$ cat src/rtl/mathb_tpram_fetch.sv
// mathb_tpram_fetch: walks operand/coefficient TPRAMs for an N-tap dot product and drives MAC clear/enable/done.
// Define MATHB_FETCH_STRIDE_EN to add the oper_stride port (operand stride otherwise fixed at 1).
module mathb_tpram_fetch #(
  parameter int ADDR_W  = 10,
  parameter int RD_LAT  = 1,
  parameter int OUT_LAT = 2
) (
  input  logic              EFPGA2MATHB_CLK,
  input  logic              acc_ff_rstn,
  input  logic              start,
  input  logic              abort,
  input  logic [ADDR_W-1:0] tap_count,
  input  logic [ADDR_W-1:0] oper_base,
  input  logic [ADDR_W-1:0] coef_base,
`ifdef MATHB_FETCH_STRIDE_EN
  input  logic [ADDR_W-1:0] oper_stride,
`endif
  output logic [ADDR_W-1:0] OPER_R_ADDR,
  output logic              OPER_R_EN,
  output logic [ADDR_W-1:0] COEF_R_ADDR,
  output logic              COEF_R_EN,
  output logic              MATHB_CLK_EN,
  output logic              MATHB_ACC_CLEAR,
  output logic              busy,
  output logic              done
);
  typedef enum logic [1:0] {IDLE, ISSUE, DRAIN} state_t;
  state_t state_q, state_d;
  logic [ADDR_W-1:0] cnt_q, cnt_d, oaddr_q, oaddr_d, caddr_q, caddr_d, stride;
  logic [RD_LAT-1:0] vld_q, vld_d, first_q, first_d;
  logic first_tap_q, first_tap_d, issue, accept, last;
`ifdef MATHB_FETCH_STRIDE_EN
  logic [ADDR_W-1:0] stride_q, stride_d;
  always_comb stride_d = accept ? oper_stride : stride_q;
  always_ff @(posedge EFPGA2MATHB_CLK or negedge acc_ff_rstn)
    if (!acc_ff_rstn) stride_q <= '0;
    else stride_q <= stride_d;
  assign stride = stride_q;
`else
  assign stride = ADDR_W'(1);
`endif
  always_comb begin
    issue       = state_q == ISSUE;
    accept      = state_q == IDLE && start && !abort && tap_count != '0;
    last        = cnt_q == '0;
    state_d     = state_q;
    cnt_d       = cnt_q;
    oaddr_d     = oaddr_q;
    caddr_d     = caddr_q;
    first_tap_d = first_tap_q;
    vld_d       = abort ? '0 : (vld_q << 1) | RD_LAT'(issue);
    first_d     = abort ? '0 : (first_q << 1) | RD_LAT'(issue && first_tap_q);
    if (abort) state_d = IDLE;
    else if (accept) begin
      state_d     = ISSUE;
      cnt_d       = tap_count - 1'b1;
      oaddr_d     = oper_base;
      caddr_d     = coef_base;
      first_tap_d = 1'b1;
    end else if (issue) begin
      first_tap_d = 1'b0;
      if (last) begin
        state_d = DRAIN;
        cnt_d   = ADDR_W'(RD_LAT + OUT_LAT - 1);
      end else begin
        cnt_d   = cnt_q - 1'b1;
        oaddr_d = oaddr_q + stride;
        caddr_d = caddr_q + 1'b1;
      end
    end else if (state_q == DRAIN) begin
      cnt_d   = cnt_q - 1'b1;
      state_d = last ? IDLE : DRAIN;
    end
  end
  always_ff @(posedge EFPGA2MATHB_CLK or negedge acc_ff_rstn)
    if (!acc_ff_rstn) begin
      state_q     <= IDLE;
      cnt_q       <= '0;
      oaddr_q     <= '0;
      caddr_q     <= '0;
      vld_q       <= '0;
      first_q     <= '0;
      first_tap_q <= 1'b0;
    end else begin
      state_q     <= state_d;
      cnt_q       <= cnt_d;
      oaddr_q     <= oaddr_d;
      caddr_q     <= caddr_d;
      vld_q       <= vld_d;
      first_q     <= first_d;
      first_tap_q <= first_tap_d;
    end
  assign OPER_R_ADDR     = oaddr_q;
  assign COEF_R_ADDR     = caddr_q;
  assign OPER_R_EN       = issue;
  assign COEF_R_EN       = issue;
  assign MATHB_CLK_EN    = vld_q[RD_LAT-1];
  assign MATHB_ACC_CLEAR = vld_q[RD_LAT-1] & first_q[RD_LAT-1];
  assign busy            = state_q != IDLE;
  assign done            = state_q == DRAIN && last;
endmodule

$ cat config.mk
export PLATFORM = sky130hd
export DESIGN_NAME = mathb_tpram_fetch
export DESIGN_NICKNAME = d
export VERILOG_FILES = /design/src/rtl/mathb_tpram_fetch.sv
export SDC_FILE = /design/constraint.sdc
export NUM_CORES = 1
export LEC_CHECK = 0
export ABC_AREA = 1
export CORE_MARGIN = 1
export CORE_UTILIZATION = 45
export CTS_CLUSTER_SIZE = 8
export DETAILED_ROUTE_END_ITERATION = 12
export PLACE_DENSITY = 0.81
export SLEW_MARGIN = 20
export SYNTH_ARGS = -nofsm -noshare
export SYNTH_HDL_FRONTEND = slang
export SYNTH_SLANG_ARGS = --single-unit
$ cat constraint.sdc
create_clock -name EFPGA2MATHB_CLK -period 1.9 [get_ports EFPGA2MATHB_CLK]
set_clock_uncertainty 0.1 [all_clocks]
set_input_delay 0.475 -clock EFPGA2MATHB_CLK [delete_from_list [all_inputs] [get_ports EFPGA2MATHB_CLK]]
set_output_delay 0.475 -clock EFPGA2MATHB_CLK [all_outputs]
set_load 0.01 [all_outputs]
==> impl_metrics.yaml, run 1 <==
timing:
  min_period_ns: 2.01
  fmax_mhz: 498
  fin_hold_ws_ns: 0.451
  fin_crit_sh: 1.06
  grt_setup_unrepaired: "yes"
  fin_ws_ns: -0.110
  final_hold_viol_count: 0
  finalMaxSlewViolations: 0
  tns_ns: -0.206
  relSlewSlack: 0.709
  worst_slew_pin_slew_ns: 0.433
  setup_viol: 4
layout:
  area_growth_pct: 57.4
  num-fill-cells: 389
  fin_nets: 563
  antennaDiodeCount: 0
  drive_above_1_share: 0.276
setup_path:
  cpPeakStageDelay_ns: 0.40
  worstPathRequired_ns: 1.32
  reg2reg_from: "cnt_q[1]"
  start_kind: "register"
  critPathKind: "register to output port"
  r2r_cells: 13
  crit_chain: "inv_2, ha_4, nand2_4, nor2_4, nand3_2, nor2_2, buf_2"
  r2r_setup_slack_ns: -0.05
  cp_slowest_cell: "dfrtp_1"
  arrival_ns: 1.43
  cp_max_fo: 2
  cp_top_family: "flip-flops"
  endpoint_kind: "output port"
  r2r-end: "cnt_q[4]"
  crit_cells: 7
  path_buf_inv: 2
grt:
  grt_overflow: 0
  grtUsageTotal: 0.264
  antenna_found_initial: 0
  grt_first_pass_wirelength_um: 12700
  grt_max_degree: 36
  grt_pass1_vias: 2881
outcome:
  violations: "setup timing"
  outcome: "finished, violations left"
yosys:
  ys_async_sr_fraction: 1.00
  yosys.area.top_type: "dfrtp_1"
  synth_edf_count: 0
  syn_inst: 392
  netlist_top_cells_count: "nand2_1, inv_1, dfrtp_1, nand3_1, nor2_1"
  synth_area_per_cell_um2: 6.71
  syn-num-nets: 430
  ys_seq_elements: 35
  synth.area.top_cells: "dfrtp_1, nand2_1, nand3_1"
  synth_cell_type_count: 32
  syn-cell-area_um2: 2630
  yosysTopAreaCellShare: 0.333
  ys_warn_count: 0
  yosysMostFrequentCell: "nand2_1"
  ys_seq_area_frac: 0.333
  synth_ff_type: "dfrtp_1"
floorplan:
  row_count: 27
  die_area_um2: 6150
  start_util: 0.472
  die_y_um: 78.4
  dieWidth_um: 78.4
  core-area_um2: 5570
  pin_count: 60
routing:
  wl_um: 8960
  drc: 0
  routedWlPerCell_um: 15.0
  vias: 3195
  via_per_inst: 5.34
  antenna_left: 0
  firstDrtPassIters: 5
  drt_iter0_markers: 226
clock_tree:
  clkSinkCount: 35
  cts_root_buf: "clkbuf_8"
  ctsLongestPathBuffers: 2
  cts_buffers: 5
  cts_tree: "done"
  clk_latency_ns: 0.30
  htreeDepth: 2
  clkSlewWorstSetupHoldPaths_ns: 0.09
pwr:
  powerDensity_nw_per_um2: 1380
  static-leakage-power_nw: 2.17
  ir_drop_uv: 660
place:
  place.gp.congestion: 0.883
  dp_hpwl_um: 5610
  portBuffers: 59
flow_run:
  cap_viol_max_count: 0
worst_hold_path:
  hold_path_class: "primary input to async pin"
power breakdown:
part           switching [mW]  internal [mW]
clock                   0.319          0.524
sequential              0.325           1.07
combinational            1.84           1.65
total                    2.48           3.25
sequential cells by signal, summed over array words and instances, names as in the netlist:
register	cells
COEF_R_ADDR	10
first_q	1
OPER_R_ADDR	10
state_q	2
cnt_q	10
MATHB_CLK_EN	1
first_tap_q	1
cell families (layout without fill, tap and decap cells):
logic type / after synthesis / after routing / share of synthesized area
flops: 35 / 35 / 0.333
compound gates: 28 / 28 / 0.0704
xor+xnor: 13 / 13 / 0.0433
simple gates: 258 / 259 / 0.431
fa+ha+maj: 4 / 4 / 0.0190
buf+inv: 54 / 187 / 0.103
per-layer routing:
metal  wire length, um  track usage
met5                 0            0
met4               392        0.106
met3               671       0.0477
met2              4480        0.477
met1              3410        0.305
placed cells by master (no fill, tap or decap), drive strengths merged:
| master | n |
|---|---|
| nand3b | 2 |
| dlymetal6s2s | 4 |
| o21bai | 1 |
| dfrtp | 35 |
| nand3 | 34 |
| clkinvlp | 1 |
| dlygate4sd2 | 6 |
| bufinv | 2 |
| clkbuf | 5 |
| nand4 | 7 |
| nand2 | 181 |
| xnor2 | 2 |
| clkdlybuf4s50 | 47 |
| o211ai | 9 |
| buf | 79 |
| nor2 | 28 |
| xor2 | 11 |
| nor3 | 3 |
| a31oi | 1 |
| inv | 41 |
| clkinv | 2 |
| ha | 4 |
| o21ai | 14 |
| a21boi | 1 |
| or2 | 4 |
| a21oi | 2 |
stage by stage:
step,instance area [um^2],cells,power [mW],utilization,setup WS (ns)
after global placement,3700,573,4.25,0.664,-0.378
after CTS,3940,588,5.30,0.707,-0.0961
final,4140,598,5.73,0.742,-0.110
after detailed placement,3700,573,4.37,0.664,-0.431
after floorplan,2630,392,3.04,-,0.0761
after global routing,4140,598,6.09,0.742,-0.164
worst reg2reg max path: stages, from the launching register on:
cell	delay (ns)
dfrtp_1	0.40
inv_2	0.09
ha_4	0.15
nand2_4	0.05
nor2_4	0.13
buf_4	0.13
buf_4	0.09
buf_4	0.12
nand4_4	0.14
buf_6	0.17
nand3_1	0.08
nand2_1	0.07
nand2_1	0.08
nand2_1	0.05
worst max path at each step:
stage                             from        endpoint  slack, ns
after floorplan           tap_count[0]        cnt_q[1]       0.08
after global placement    tap_count[0]  COEF_R_ADDR[8]      -0.38
after detailed placement  tap_count[0]  COEF_R_ADDR[8]      -0.43
after CTS                     cnt_q[1]            done       -0.1
after global routing          cnt_q[1]            done      -0.16
final                         cnt_q[1]            done      -0.11
what timing repair did:
item,CTS,global route
cloned,1,1
hold buffers,0,0
buffers inserted,6,9
resized for setup,31,33
endpoints found under the hold margin,0,0
endpoints found under the setup margin,31,43
pin swaps,10,10
area by class of cell:
class	count	area, um^2	area share
multi-input cells	304	1640	0.396
repair buffers	136	1220	0.295
flip-flops and latches	35	882	0.213
inverters	43	169	0.0408
well taps	72	90.1	0.0218
clock buffers	5	68.8	0.0166
clock inverters	3	67.6	0.0163
Note: power is estimated with default switching activity, not from simulation.
==> run 2, diff against run 1 <==
CORE_MARGIN = 3   (was 1)
==> run 2 against run 1 <==
The run still ends with setup timing left; final cell count grew 0.84%; maximum frequency grew 2.6%; worst hold slack lost 0.0087 ns; routed wire length grew 3.4%; critical path type unchanged; clock-buffer cell count is the same; setup slack gained 0.051 ns; flip-flop and latch count is the same; critical path depth is the same; sequential share of layout area shrank 0.35 points; highest routed layer unchanged.
==> impl_metrics.yaml, run 2 (synthesis results as in run 1) <==
outcome:
  outcome: "finished, violations left"
  violations: "setup timing"
setup_path:
  worstPathRequired_ns: 1.32
  cp_max_fo: 2
  arrival_ns: 1.38
  start_kind: "register"
  endpoint_kind: "output port"
  critPathKind: "register to output port"
layout:
  fin_area_um2: 4220
  layout_common_cells: "nand2_1, buf_4, clkdlybuf4s50_1"
  antennaDiodeCount: 0
  post_layout_nonfiller_instances: 603
  fin_nets: 568
  area_growth_pct: 60.7
  num-fill-cells: 365
  final_common_cell: "nand2_1"
  drive_above_1_share: 0.292
routing:
  antenna_left: 0
  firstDrtPassIters: 5
  wl_um: 9270
  via_per_inst: 5.35
  routedWlPerCell_um: 15.4
  drt_iter0_markers: 211
  drc: 0
  vias: 3229
place:
  place.gp.congestion: 0.869
  dp_hpwl_um: 5730
  dp.cells: 571
  dpl_worst_slack_ns: -0.441
  portBuffers: 59
  post_dp_cell_area_um2: 3680
timing:
  worst_slew_pin_slew_ns: 0.309
  tns_ns: -0.0590
  finalMaxSlewViolations: 0
  final_hold_viol_count: 0
  fmax_mhz: 510
  setup_viol: 1
  fin_ws_ns: -0.0590
  relSlewSlack: 0.793
  fin_hold_ws_ns: 0.442
  fin_crit_sh: 1.03
  min_period_ns: 1.96
  grt_setup_unrepaired: "yes"
grt:
  grt_max_degree: 36
  grt_first_pass_wirelength_um: 13500
  grtUsageTotal: 0.263
  antenna_found_initial: 0
  grt_pass1_vias: 2940
  grt_overflow: 0
pwr:
  powerDensity_nw_per_um2: 1290
  ir_drop_uv: 567
  static-leakage-power_nw: 2.20
floorplan:
  die_area_um2: 6790
  start_util: 0.472
  row_count: 27
  dieWidth_um: 82.4
  die_y_um: 82.4
  core-area_um2: 5570
  pin_count: 60
worst_hold_path:
  hold_path_class: "register to register"
flow_run:
  cap_viol_max_count: 0
clock_tree:
  clk_latency_ns: 0.29
  cts_hold_buf: 0
  cts_root_buf: "clkbuf_8"
  ctsLongestPathBuffers: 2
  clkSlewWorstSetupHoldPaths_ns: 0.08
  cts_buffers: 5
  htreeDepth: 2
  cts_tree: "done"
  clkSinkCount: 35
==> run 2: timing repair <==
item                                   CTS  global route
pin swaps                               13            17
endpoints found under the hold margin    0             0
buffers inserted                        16             5
setup endpoints to repair               36            42
resized for setup                       45            38
cloned                                   4             0
==> run 2: metal layers <==
| layer | track usage | wire (um) |
|---|---|---|
| met1 | 0.298 | 3410 |
| met4 | 0.103 | 327 |
| met5 | 0 | 0 |
| met3 | 0.0531 | 706 |
| met2 | 0.481 | 4820 |
==> run 2: path summary, 6_finish.rpt <==
kind	startpoint	to	slack, ns	cells past startpoint
min in group asynchronous	acc_ff_rstn	OPER_R_ADDR[7]	0.45	2
max in group asynchronous	acc_ff_rstn	COEF_R_ADDR[6]	1.05	2
worst max register to register	cnt_q[0]	cnt_q[3]	0.02	11
worst min-delay path	first_tap_q	first_q	0.44	2
worst min register to register	first_tap_q	first_q	0.44	2
worst max-delay path	cnt_q[0]	done	-0.06	7
==> run 2: stage by stage <==
stage	total power, mW	util
after floorplan	3.04	-
after global placement	4.25	0.661
after detailed placement	4.36	0.661
after CTS	5.19	0.736
after global routing	5.82	0.758
final	5.46	0.758
==> run 2: cell type report <==
cell class | count | area (um^2) | share of cell area
clock buffers | 5 | 68.8 | 0.0163
clock inverters | 3 | 15.0 | 0.00355
inverters | 43 | 168 | 0.0397
multi-input cells | 304 | 1610 | 0.382
flip-flops and latches | 35 | 886 | 0.210
well taps | 72 | 90.1 | 0.0213
repair buffers | 141 | 1380 | 0.327
==> run 2: critical path: stages (launching register included) <==
cell and delay, ns:
dfrtp_1 0.40, inv_2 0.08, ha_4 0.15, nand2_4 0.06, nor2_4 0.09, nand3_2 0.08, nor2_2 0.10, buf_2 0.14
==> run 2: power breakdown <==
group          switching (mW)  total, mW  internal [mW]
Clock                   0.286      0.538          0.251
Combinational            1.80       3.50           1.71
Sequential              0.341       1.42           1.08
